--- src/rtl/dispatch_pkg.sv ---
// rtl/dispatch_pkg.sv - shared types for the decode-to-dispatch queue
package dispatch_pkg;

    typedef enum logic [3:0] {
        ADD   = 4'd0,
        SUB   = 4'd1,
        AND   = 4'd2,
        OR    = 4'd3,
        XOR   = 4'd4,
        SLT   = 4'd5,
        SLTU  = 4'd6,
        SLL   = 4'd7,
        SRL   = 4'd8,
        SRA   = 4'd9,
        PASSB = 4'd10
    } alu_ctrl_e;

    localparam logic [1:0] ALU_OP_ADD   = 2'b00;
    localparam logic [1:0] ALU_OP_SUB   = 2'b01;
    localparam logic [1:0] ALU_OP_FUNCT = 2'b10;
    localparam logic [1:0] ALU_OP_PASSB = 2'b11;

    // One queue slot; alu_control is already resolved when stored
    typedef struct packed {
        logic       jump;
        logic [2:0] rs_fpu;
        logic [3:0] alu_src;
        logic       store_src;
        logic       reg_write;
        logic       fpu_reg_write;
        logic       result_src;
        alu_ctrl_e  alu_control;
        logic [3:0] dispatch_unit;
        logic [4:0] rd;
    } dq_entry_t;

endpackage

--- src/rtl/control_decode_io.sv ---
// rtl/control_decode_io.sv - decoded control bundle produced by the decode stage
interface control_decode_io;
    logic       jump;
    logic [2:0] rs_fpu;
    logic [3:0] alu_src;
    logic       store_src;
    logic       reg_write;
    logic       fpu_reg_write;
    logic       result_src;
    logic [1:0] alu_op;
    logic [2:0] funct3;
    logic       op_5_xor_6;
    logic [3:0] dispatch_unit;

    // Decode's outputs as seen by a consumer of the bundle
    modport out (
        input jump, rs_fpu, alu_src, store_src, reg_write, fpu_reg_write,
              result_src, alu_op, funct3, op_5_xor_6, dispatch_unit
    );
endinterface

--- src/rtl/control_dispatch_io.sv ---
// rtl/control_dispatch_io.sv - control bundle delivered into the dispatch stage
interface control_dispatch_io;
    logic       jump;
    logic [2:0] rs_fpu;
    logic [3:0] alu_src;
    logic       store_src;
    logic       reg_write;
    logic       fpu_reg_write;
    logic       result_src;
    logic [3:0] alu_control;

    // Dispatch's inputs, driven by the producer holding this modport
    modport in (
        output jump, rs_fpu, alu_src, store_src, reg_write, fpu_reg_write,
               result_src, alu_control
    );
endinterface

--- src/rtl/alu_decoder.sv ---
// rtl/alu_decoder.sv - resolves alu_op/funct3/funct7 into an ALU control code
module alu_decoder
    import dispatch_pkg::*;
(
    input  logic [1:0] alu_op,
    input  logic [2:0] funct3,
    input  logic       op_5_xor_6,
    input  logic       funct7_5,
    output alu_ctrl_e  alu_control
);

    // Pure lookup; SUB for funct3=000 only for R-type (op_5_xor_6) with instr[30]
    always_comb begin
        alu_control = ADD;
        case (alu_op)
            ALU_OP_ADD:   alu_control = ADD;
            ALU_OP_SUB:   alu_control = SUB;
            ALU_OP_PASSB: alu_control = PASSB;
            ALU_OP_FUNCT: begin
                case (funct3)
                    3'b000:  alu_control = (op_5_xor_6 & funct7_5) ? SUB : ADD;
                    3'b001:  alu_control = SLL;
                    3'b010:  alu_control = SLT;
                    3'b011:  alu_control = SLTU;
                    3'b100:  alu_control = XOR;
                    3'b101:  alu_control = funct7_5 ? SRA : SRL;
                    3'b110:  alu_control = OR;
                    default: alu_control = AND;
                endcase
            end
            default: alu_control = ADD;
        endcase
    end

endmodule

--- src/rtl/decode_dispatch_queue.sv ---
// rtl/decode_dispatch_queue.sv - DEPTH-entry FIFO between decode and dispatch
module decode_dispatch_queue
    import dispatch_pkg::*;
#(
    parameter  int DEPTH = 4,
    localparam int PTR_W = $clog2(DEPTH)
) (
    input  logic               clk,
    input  logic               rst_n,
    input  logic               flush,
    input  logic               in_valid,
    output logic               in_ready,
    control_decode_io.out      dec_ctrl,
    input  logic [4:0]         in_rd,
    input  logic               in_funct7_5,
    output logic               out_valid,
    input  logic               out_ready,
    control_dispatch_io.in     disp_ctrl,
    output logic [3:0]         out_dispatch_unit,
    output logic [4:0]         out_rd,
    output logic [PTR_W:0]     count
);

    localparam logic [PTR_W:0] FULL = (PTR_W + 1)'(DEPTH);

    logic [PTR_W-1:0] wr_ptr;
    logic [PTR_W-1:0] rd_ptr;
    logic [PTR_W:0]   count_q;
    logic             enq;
    logic             deq;
    alu_ctrl_e        enq_alu;
    dq_entry_t        enq_entry;
    dq_entry_t        head;
    dq_entry_t        shown;
    dq_entry_t        mem [DEPTH];

    // No bypass: in_ready depends only on stored occupancy, so a full queue
    // refuses input even while the head is being consumed
    assign in_ready  = (count_q != FULL);
    assign out_valid = (count_q != '0);
    assign count     = count_q;

    // A flush cycle neither writes nor consumes anything
    assign enq = in_valid & in_ready & ~flush;
    assign deq = out_valid & out_ready & ~flush;

    alu_decoder u_alu_decoder (
        .alu_op      (dec_ctrl.alu_op),
        .funct3      (dec_ctrl.funct3),
        .op_5_xor_6  (dec_ctrl.op_5_xor_6),
        .funct7_5    (in_funct7_5),
        .alu_control (enq_alu)
    );

    // Pack the incoming entry with its ALU control already resolved
    always_comb begin
        enq_entry               = '0;
        enq_entry.jump          = dec_ctrl.jump;
        enq_entry.rs_fpu        = dec_ctrl.rs_fpu;
        enq_entry.alu_src       = dec_ctrl.alu_src;
        enq_entry.store_src     = dec_ctrl.store_src;
        enq_entry.reg_write     = dec_ctrl.reg_write;
        enq_entry.fpu_reg_write = dec_ctrl.fpu_reg_write;
        enq_entry.result_src    = dec_ctrl.result_src;
        enq_entry.alu_control   = enq_alu;
        enq_entry.dispatch_unit = dec_ctrl.dispatch_unit;
        enq_entry.rd            = in_rd;
    end

    // Data array carries no reset; validity comes solely from count
    always_ff @(posedge clk) begin
        if (enq) begin
            mem[wr_ptr] <= enq_entry;
        end
    end

    // Pointer and occupancy tracking; flush wins over any enq/deq
    always_ff @(posedge clk or negedge rst_n) begin
        if (!rst_n) begin
            wr_ptr  <= '0;
            rd_ptr  <= '0;
            count_q <= '0;
        end else if (flush) begin
            wr_ptr  <= '0;
            rd_ptr  <= '0;
            count_q <= '0;
        end else begin
            if (enq) begin
                wr_ptr <= wr_ptr + 1'b1;
            end
            if (deq) begin
                rd_ptr <= rd_ptr + 1'b1;
            end
            case ({enq, deq})
                2'b10:   count_q <= count_q + 1'b1;
                2'b01:   count_q <= count_q - 1'b1;
                default: count_q <= count_q;
            endcase
        end
    end

    // Gate the head so stale array contents never reach dispatch
    always_comb begin
        head  = mem[rd_ptr];
        shown = out_valid ? head : '0;
    end

    assign disp_ctrl.jump          = shown.jump;
    assign disp_ctrl.rs_fpu        = shown.rs_fpu;
    assign disp_ctrl.alu_src       = shown.alu_src;
    assign disp_ctrl.store_src     = shown.store_src;
    assign disp_ctrl.reg_write     = shown.reg_write;
    assign disp_ctrl.fpu_reg_write = shown.fpu_reg_write;
    assign disp_ctrl.result_src    = shown.result_src;
    assign disp_ctrl.alu_control   = shown.alu_control;
    assign out_dispatch_unit       = shown.dispatch_unit;
    assign out_rd                  = shown.rd;

    count_in_range: assert property (@(posedge clk) disable iff (!rst_n) count_q <= FULL);

endmodule

--- src/flat_wrapper.sv ---
// flat-port wrapper written by rule: the top's interface ports become plain ports
module decode_dispatch_queue_flat import dispatch_pkg::*;
#(
    parameter  int DEPTH = 4,
    localparam int PTR_W = $clog2(DEPTH)
)
  (clk, rst_n, flush, in_valid, in_ready, in_rd, in_funct7_5, out_valid, out_ready, out_dispatch_unit, out_rd, count, dec_ctrl_jump, dec_ctrl_rs_fpu, dec_ctrl_alu_src, dec_ctrl_store_src, dec_ctrl_reg_write, dec_ctrl_fpu_reg_write, dec_ctrl_result_src, dec_ctrl_alu_op, dec_ctrl_funct3, dec_ctrl_op_5_xor_6, dec_ctrl_dispatch_unit, disp_ctrl_jump, disp_ctrl_rs_fpu, disp_ctrl_alu_src, disp_ctrl_store_src, disp_ctrl_reg_write, disp_ctrl_fpu_reg_write, disp_ctrl_result_src, disp_ctrl_alu_control);
  control_decode_io dec_ctrl_i ();
  control_dispatch_io disp_ctrl_i ();
  input  logic clk;
  input  logic rst_n;
  input  logic flush;
  input  logic in_valid;
  output logic in_ready;
  input  logic [4:0] in_rd;
  input  logic in_funct7_5;
  output logic out_valid;
  input  logic out_ready;
  output logic [3:0] out_dispatch_unit;
  output logic [4:0] out_rd;
  output logic [PTR_W:0] count;
  input wire logic [$bits(dec_ctrl_i.jump)-1:0] dec_ctrl_jump;
  input wire logic [$bits(dec_ctrl_i.rs_fpu)-1:0] dec_ctrl_rs_fpu;
  input wire logic [$bits(dec_ctrl_i.alu_src)-1:0] dec_ctrl_alu_src;
  input wire logic [$bits(dec_ctrl_i.store_src)-1:0] dec_ctrl_store_src;
  input wire logic [$bits(dec_ctrl_i.reg_write)-1:0] dec_ctrl_reg_write;
  input wire logic [$bits(dec_ctrl_i.fpu_reg_write)-1:0] dec_ctrl_fpu_reg_write;
  input wire logic [$bits(dec_ctrl_i.result_src)-1:0] dec_ctrl_result_src;
  input wire logic [$bits(dec_ctrl_i.alu_op)-1:0] dec_ctrl_alu_op;
  input wire logic [$bits(dec_ctrl_i.funct3)-1:0] dec_ctrl_funct3;
  input wire logic [$bits(dec_ctrl_i.op_5_xor_6)-1:0] dec_ctrl_op_5_xor_6;
  input wire logic [$bits(dec_ctrl_i.dispatch_unit)-1:0] dec_ctrl_dispatch_unit;
  output wire logic [$bits(disp_ctrl_i.jump)-1:0] disp_ctrl_jump;
  output wire logic [$bits(disp_ctrl_i.rs_fpu)-1:0] disp_ctrl_rs_fpu;
  output wire logic [$bits(disp_ctrl_i.alu_src)-1:0] disp_ctrl_alu_src;
  output wire logic [$bits(disp_ctrl_i.store_src)-1:0] disp_ctrl_store_src;
  output wire logic [$bits(disp_ctrl_i.reg_write)-1:0] disp_ctrl_reg_write;
  output wire logic [$bits(disp_ctrl_i.fpu_reg_write)-1:0] disp_ctrl_fpu_reg_write;
  output wire logic [$bits(disp_ctrl_i.result_src)-1:0] disp_ctrl_result_src;
  output wire logic [$bits(disp_ctrl_i.alu_control)-1:0] disp_ctrl_alu_control;
  assign dec_ctrl_i.jump = dec_ctrl_jump;
  assign dec_ctrl_i.rs_fpu = dec_ctrl_rs_fpu;
  assign dec_ctrl_i.alu_src = dec_ctrl_alu_src;
  assign dec_ctrl_i.store_src = dec_ctrl_store_src;
  assign dec_ctrl_i.reg_write = dec_ctrl_reg_write;
  assign dec_ctrl_i.fpu_reg_write = dec_ctrl_fpu_reg_write;
  assign dec_ctrl_i.result_src = dec_ctrl_result_src;
  assign dec_ctrl_i.alu_op = dec_ctrl_alu_op;
  assign dec_ctrl_i.funct3 = dec_ctrl_funct3;
  assign dec_ctrl_i.op_5_xor_6 = dec_ctrl_op_5_xor_6;
  assign dec_ctrl_i.dispatch_unit = dec_ctrl_dispatch_unit;
  assign disp_ctrl_jump = disp_ctrl_i.jump;
  assign disp_ctrl_rs_fpu = disp_ctrl_i.rs_fpu;
  assign disp_ctrl_alu_src = disp_ctrl_i.alu_src;
  assign disp_ctrl_store_src = disp_ctrl_i.store_src;
  assign disp_ctrl_reg_write = disp_ctrl_i.reg_write;
  assign disp_ctrl_fpu_reg_write = disp_ctrl_i.fpu_reg_write;
  assign disp_ctrl_result_src = disp_ctrl_i.result_src;
  assign disp_ctrl_alu_control = disp_ctrl_i.alu_control;
  decode_dispatch_queue #(.DEPTH(DEPTH)) u_core (.clk(clk), .rst_n(rst_n), .flush(flush), .in_valid(in_valid), .in_ready(in_ready), .dec_ctrl(dec_ctrl_i), .in_rd(in_rd), .in_funct7_5(in_funct7_5), .out_valid(out_valid), .out_ready(out_ready), .disp_ctrl(disp_ctrl_i), .out_dispatch_unit(out_dispatch_unit), .out_rd(out_rd), .count(count));
endmodule
--- config.mk ---
export PLATFORM = sky130hd
export DESIGN_NAME = decode_dispatch_queue_flat
export DESIGN_NICKNAME = d
export VERILOG_FILES = /design/src/rtl/dispatch_pkg.sv /design/src/rtl/control_decode_io.sv /design/src/rtl/control_dispatch_io.sv /design/src/rtl/alu_decoder.sv /design/src/rtl/decode_dispatch_queue.sv /design/src/flat_wrapper.sv
export SDC_FILE = /design/constraint.sdc
export NUM_CORES = 1
export LEC_CHECK = 0
export ABC_AREA = 1
export CAP_MARGIN = 20
export CELL_PAD_IN_SITES_DETAIL_PLACEMENT = 0
export CELL_PAD_IN_SITES_GLOBAL_PLACEMENT = 1
export CORE_MARGIN = 8
export CORE_UTILIZATION = 46
export DETAILED_ROUTE_END_ITERATION = 10
export GPL_TIMING_DRIVEN = 0
export PLACE_DENSITY_LB_ADDON = 0.1
export SLEW_MARGIN = 20
export SYNTH_ARGS = -nofsm -noshare
export SYNTH_HDL_FRONTEND = slang
export SYNTH_SLANG_ARGS = --single-unit
--- constraint.sdc ---
create_clock -name clk -period 3.16 [get_ports clk]
set_input_delay 0.316 -clock clk [delete_from_list [all_inputs] [get_ports clk]]
set_output_delay 0.316 -clock clk [all_outputs]
set_load 0.01 [all_outputs]
==> results of run 1 <==
[Yosys cell counts]
| cell | instances | share of area, % |
|---|---|---|
| a21boi_1 | 1 | 0.17 |
| a21oi_1 | 31 | 3.5 |
| a21oi_2 | 1 | 0.20 |
| buf_2 | 11 | 1.2 |
| buf_4 | 1 | 0.17 |
| clkbuf_1 | 6 | 0.51 |
| dfrtp_1 | 7 | 3.9 |
| edfxtp_1 | 100 | 67 |
| fa_1 | 1 | 0.45 |
| ha_1 | 4 | 1.1 |
| inv_1 | 17 | 1.4 |
| inv_2 | 4 | 0.34 |
| nand2_1 | 20 | 1.7 |
| nand2_2 | 5 | 0.70 |
| nand2_4 | 2 | 0.51 |
| nand3_1 | 3 | 0.34 |
| nand3_2 | 1 | 0.22 |
| nor2_1 | 108 | 9.1 |
| nor2_2 | 2 | 0.28 |
| o21ai_0 | 45 | 5.1 |
| o21ai_1 | 13 | 1.5 |
| xnor2_1 | 1 | 0.20 |
[metal layers]
metal  up-vias  GRT usage, %  share of wire, %
met2        75         25.68                48
li1       1476             -                 -
met1      1418         20.62                45
met5         -             0                 0
met4         0         5.235               1.1
met3         9         3.059               5.3
[cell type report]
| class | count | share of cell area, % |
|---|---|---|
| Sequential cell | 107 | 57.27 |
| Timing Repair Buffer | 66 | 13.03 |
| Multi-Input combinational cell | 238 | 20.59 |
| Buffer | 18 | 1.533 |
| Tap cell | 133 | 2.999 |
| Clock inverter | 6 | 0.9245 |
| Inverter | 21 | 1.421 |
| Clock buffer | 9 | 2.232 |
[where the power goes]
group          internal [W]  switching (W)  total [W]
combinational      0.000614       0.000793    0.00141
sequential          0.00165      0.0000382    0.00168
clock              0.000294       0.000470   0.000764
[kinds of logic (layout without fill, tap and decap cells)]
logic type,Yosys count,count (layout),share of synthesized area (%)
AOI/OAI and AO/OA,91,91,10.37
xor gates and xnor gates,1,1,0.1967
adders and majority gates,5,5,1.573
buffers and inverters,39,120,3.680
DFF,107,107,71.35
and+or+nand+nor,141,141,12.84
[layout by cell type (no fill, tap or decap), drive strengths merged]
cell type and instances:
nand2 27, clkdlybuf4s50 62, nor2 110, ha 4, nand3 4, buf 16, dfrtp 7, o21ai 58
edfxtp 100, clkinv 4, a21boi 1, a21oi 32, clkbuf 15, xnor2 1, fa 1, inv 23
[final timing paths]
| path | end | slack [ps] | depth (start not counted) | from |
|---|---|---|---|---|
| setup / recovery | out_dispatch_unit[3] | 480 | 6 | u_core.rd_ptr[0] |
| hold / removal | u_core.wr_ptr[1] | 200 | 1 | rst_n |
| max in group asynchronous | u_core.rd_ptr[0] | 2710 | 1 | rst_n |
| setup reg to reg | u_core.count[2] | 1170 | 13 | u_core.count[0] |
| hold reg to reg | u_core.count[0] | 590 | 1 | u_core.count[0] |
| min in group clk | u_core.count[0] | 590 | 1 | u_core.count[0] |
[sequential cells by signal, indices dropped and copies added (netlist names)]
signal	count
u_core.mem	100
u_core.rd_ptr	2
u_core.count	3
u_core.wr_ptr	2
[per-stage QoR]
step           TNS [ps]  total power, W
2_1_floorplan         0        0.002422
3_3_place_gp     -47240        0.003104
3_5_place_dp          0        0.003149
4_1_cts               0        0.003902
5_1_grt               0        0.004093
6_report              0        0.003856
[worst register-to-register path, stage by stage, from the launching register on]
cell and delay [ps]:
dfrtp_1 460, nor2_2 210, nand2_2 110, nand2_4 100
nor2_2 40, nand2_1 70, inv_1 50, fa_1 370
xnor2_1 220, inv_1 60, nand2_1 60, nand2_1 40
nand2_1 60, nand2_1 40
==> flow_summary.ini, run 1 <==
[min_path]
hold_path.class = in2async

[cts]
cts.sinks = 107
clk_root_buffer_cell = clkbuf_8
postCtsSetupBuffers = 0
clk_latency_ps = 360
path_clk_slew_ps = 110
ctsResizeCount = 0
cts_tree = built
htreeDepth = 3
cts_buffers = 9
clk_path_buf_depth = 2
hold_buffers = 0

[timing]
tightest_slew_ps = 591.4
fmax_mhz = 372.9
final.min_clock_period_ps = 2681
fin_hold_ws_ps = 201.4
skew_ps = 13.29
finalSetupViolCount = 0
hold_viol_final = 0
rsz0062_at_grt = no
finalMaxSlewViolations = 0
relSlewSlack_pct = 60.58
setup_ws_ps = 478.5
timing.final.crit_share_pct = 84.86

[pwr]
ir_worst_vdd_mv = 0.4686
p_leak_nw = 1.977
p_per_area_mw_per_mm2 = 694.9

[final_layout]
regArea_mm2 = 0.003178
diodes = 0
final_area_mm2 = 0.005549
final_layout_size_suffix_gt1_share_pct = 10.75
stdcell_count = 598
fillCellCount = 837
multi_input_comb_area_mm2 = 0.001142
nets = 499
area_delta_synth_final_pct = 24.58
fin_util_pct = 57.84

[placement]
place_congestion = 0.7601
place_inst = 583
dp_hpwl_um = 6544
place_area_mm2 = 0.005374
dp_slack_ps = 767.9
portBuffers = 62

[routing]
drt_iter0_markers = 173
drc = 0
vias_per_cell = 4.980
final_antenna_net_count = 0
wirelength_um = 9911
firstDrtPassIters = 4
wl_per_cell_um = 16.57
via_count = 2978

[grt]
grt_pass1_vias = 3040
grt_first_pass_wirelength_um = 15760
antenna_found_initial = 0
grt_start_max_net_pins = 22
overflow = 0
grt_usage_pct = 15.77

[flow_run]
drv_cap = 0

[logic_synthesis]
syn_inst = 384
yosys_warnings = 0
syn_nets = 422
postSynthAreaPerCell_um2 = 11.60
ys_ff_latch = 107
synth_cell_types = 22
seq_area_frac_synth_pct = 71.35
mappedNetlistArea_mm2 = 0.004454

[die]
dieWidth_um = 114.4
die-area_mm2 = 0.01309
die_y_um = 114.4
core_mm2 = 0.009594
row_count = 36
ios = 63
initial_core_util_pct = 46.43

[critical_path]
path_cells = buf_2 -> inv_2 -> clkbuf_1 -> o21ai_0 -> a21oi_1 -> clkdlybuf4s50_1
cp_slowest_cell = clkdlybuf4s50_1
startpoint_type = flip-flop
cp_top_family = buffers and inverters
critPathMaxFanout = 10
critPathMaxStageDelay_ps = 560
cp-end-kind = output pin
critPathRequiredTime_ps = 2840
arrival_ps = 2370
crit_type = reg2out
critPathBufInv = 4

[status]
status = complete, no violations
Note: power is estimated with default switching activity, not from simulation.
==> run 2: changes to the inputs <==
--- a/config.mk
+++ b/config.mk
@@ -10,7 +10,7 @@
 export CELL_PAD_IN_SITES_DETAIL_PLACEMENT = 0
 export CELL_PAD_IN_SITES_GLOBAL_PLACEMENT = 1
 export CORE_MARGIN = 8
-export CORE_UTILIZATION = 46
+export CORE_UTILIZATION = 39
 export DETAILED_ROUTE_END_ITERATION = 10
 export GPL_TIMING_DRIVEN = 0
 export PLACE_DENSITY_LB_ADDON = 0.1
==> constraint.sdc (replaced) <==
create_clock -name clk -period 2.18 [get_ports clk]
set_input_delay 0.218 -clock clk [delete_from_list [all_inputs] [get_ports clk]]
set_output_delay 0.218 -clock clk [all_outputs]
set_load 0.01 [all_outputs]
==> run 2 against run 1 <==
Compared with the run above:
- utilization shrank 6.5 points
- critical path type unchanged
- cell count grew 1.8%
- clock power grew 120%
- clock-buffer cell count grew 1
- sequential share of layout area shrank 2.4 points
==> flow_summary.ini, run 2 (synthesis gave the netlist of run 1 again) <==
[status]
status = complete, no violations

[cts]
path_clk_slew_ps = 70
clk_path_buf_depth = 2
clk_root_buffer_cell = clkbuf_16
cts.sinks = 107
hold_buffers = 0
clk_latency_ps = 330
htreeDepth = 3
cts_buffers = 9
cts_tree = built

[grt]
overflow = 0
grt_first_pass_wirelength_um = 16100
grt_pass1_vias = 2973
grt_start_max_net_pins = 17
grt_usage_pct = 14.12
antenna_found_initial = 0

[timing]
finalSetupViolCount = 0
tightest_slew_ps = 510.4
fmax_mhz = 488.9
final.min_clock_period_ps = 2045
hold_viol_final = 0
fin_hold_ws_ps = 159.0
skew_ps = 4.353
rsz0062_at_grt = no
finalMaxSlewViolations = 0
relSlewSlack_pct = 65.90
timing.final.crit_share_pct = 93.83
totalNegativeSetupSlack_ps = 0

[routing]
via_count = 2976
final_antenna_net_count = 0
drc = 0
firstDrtPassIters = 4
wl_per_cell_um = 16.89
vias_per_cell = 4.887
wirelength_um = 10290
drt_iter0_markers = 171

[final_layout]
diodes = 0
regMostFlops = u_core.mem
largest_reg_flops = 100
final_cell_mix = 104 x nor2_1, 100 x edfxtp_1, 45 x o21ai_0
stdcell_count = 609
nets = 499
area_delta_synth_final_pct = 30.00
layout_commonest_cell = nor2_1
final_layout_size_suffix_gt1_share_pct = 12.23

[critical_path]
critPathBufInv = 4
critPathRequiredTime_ps = 1960
critPathMaxStageDelay_ps = 360
cp_common_cell = clkbuf_4
path_cells = clkbuf_4 -> inv_2 -> clkbuf_4 -> o21ai_0 -> a21oi_2 -> dlygate4sd2_1
crit_type = reg2out
arrival_ps = 1830
cp_slowest_cell = dfrtp_1
startpoint_type = flip-flop
critPathMaxFanout = 10
cp_top_family = buffers and inverters
cp-end-kind = output pin

[die]
core_mm2 = 0.01127
ios = 63
initial_core_util_pct = 39.52
row_count = 39
die_y_um = 122.9
die-area_mm2 = 0.01510
dieWidth_um = 122.9

[pwr]
ir_worst_vdd_mv = 0.5196
p_total_w = 0.006153
p_leak_nw = 2.189
p_per_area_mw_per_mm2 = 1063

[placement]
dp_hpwl_um = 6942
place_congestion = 0.7244
place_inst = 593
portBuffers = 62

[flow_run]
drv_cap = 0

[min_path]
hold_path.class = in2async
[run 2: cell types whose count changed in the layout (fill, tap and decap cells not counted), sizes merged]
cell	delta
buf	-1
bufinv	+2
clkbuf	+2
clkdlybuf4s50	-25
clkinv	-1
clkinvlp	+1
dlygate4sd2	+22
dlymetal6s2s	+3
inv	-2
[run 2: where the power goes]
| group | internal (W) | total [W] | switching, W |
|---|---|---|---|
| clock network | 0.000997 | 0.00167 | 0.000677 |
| logic | 0.000854 | 0.00203 | 0.00117 |
| registers | 0.00239 | 0.00245 | 0.0000638 |
[run 2: metal layers]
metal  share of wire, %  GRT usage [%]  up-vias
met5                  0              0        -
met1                 46          18.68     1427
met2                 48          22.77       68
met3                4.8          2.668        4
met4               0.55          5.027        0
li1                   -              -     1477
[run 2: worst paths after layout]
path,slack [ps],depth (start not counted),endpoint,from
max,130,6,disp_ctrl_alu_control[2],u_core.rd_ptr[0]
min,160,1,u_core.count[2],rst_n
max reg2reg,200,13,u_core.count[2],u_core.count[0]
min reg2reg,570,1,u_core.count[0],u_core.count[0]
max in group asynchronous,1730,1,u_core.count[0],rst_n
min in group clk,510,1,u_core.mem[3][17],dec_ctrl_alu_src[0]
[run 2: layout make-up]
cell class              instances  area [µm²]
plain buffers                  18       172.7
fillers                      1006        5482
multi-input cells             238        1159
well taps                     143       178.9
clock inverters                 6       80.08
flip-flops and latches        107        3179
clock buffers                  10       229.0
inverters                      21       81.33
repair buffers                 66       710.7
[run 2: what timing repair did]
action | in CTS | in global routing
setup buffers | 0 | 0
setup endpoints to repair | 25 | 5
resized for setup | 51 | 10
[run 2: through the flow]
stage / worst slack [ps] / instance area [µm²] / utilization (%)
final: 134.6 / 5791 / 51.37
after global routing: 1.535 / 5791 / 51.37
after CTS: -48.97 / 5756 / 51.06
after detailed placement: -94.91 / 5394 / 47.85
after global placement: -1471 / 5254 / 46.61
after floorplan: -116.5 / 4454 / -
[run 2: worst register-to-register path, stage by stage (launching register included)]
cell and delay [ps]:
dfrtp_2 460, nor2_4 150, nand2_2 110, nand2_4 110, nor2_2 50, nand2_1 80
inv_1 50, fa_1 400, xnor2_2 200, inv_1 50, nand2_1 60, nand2_1 40
nand2_1 60, nand2_1 50
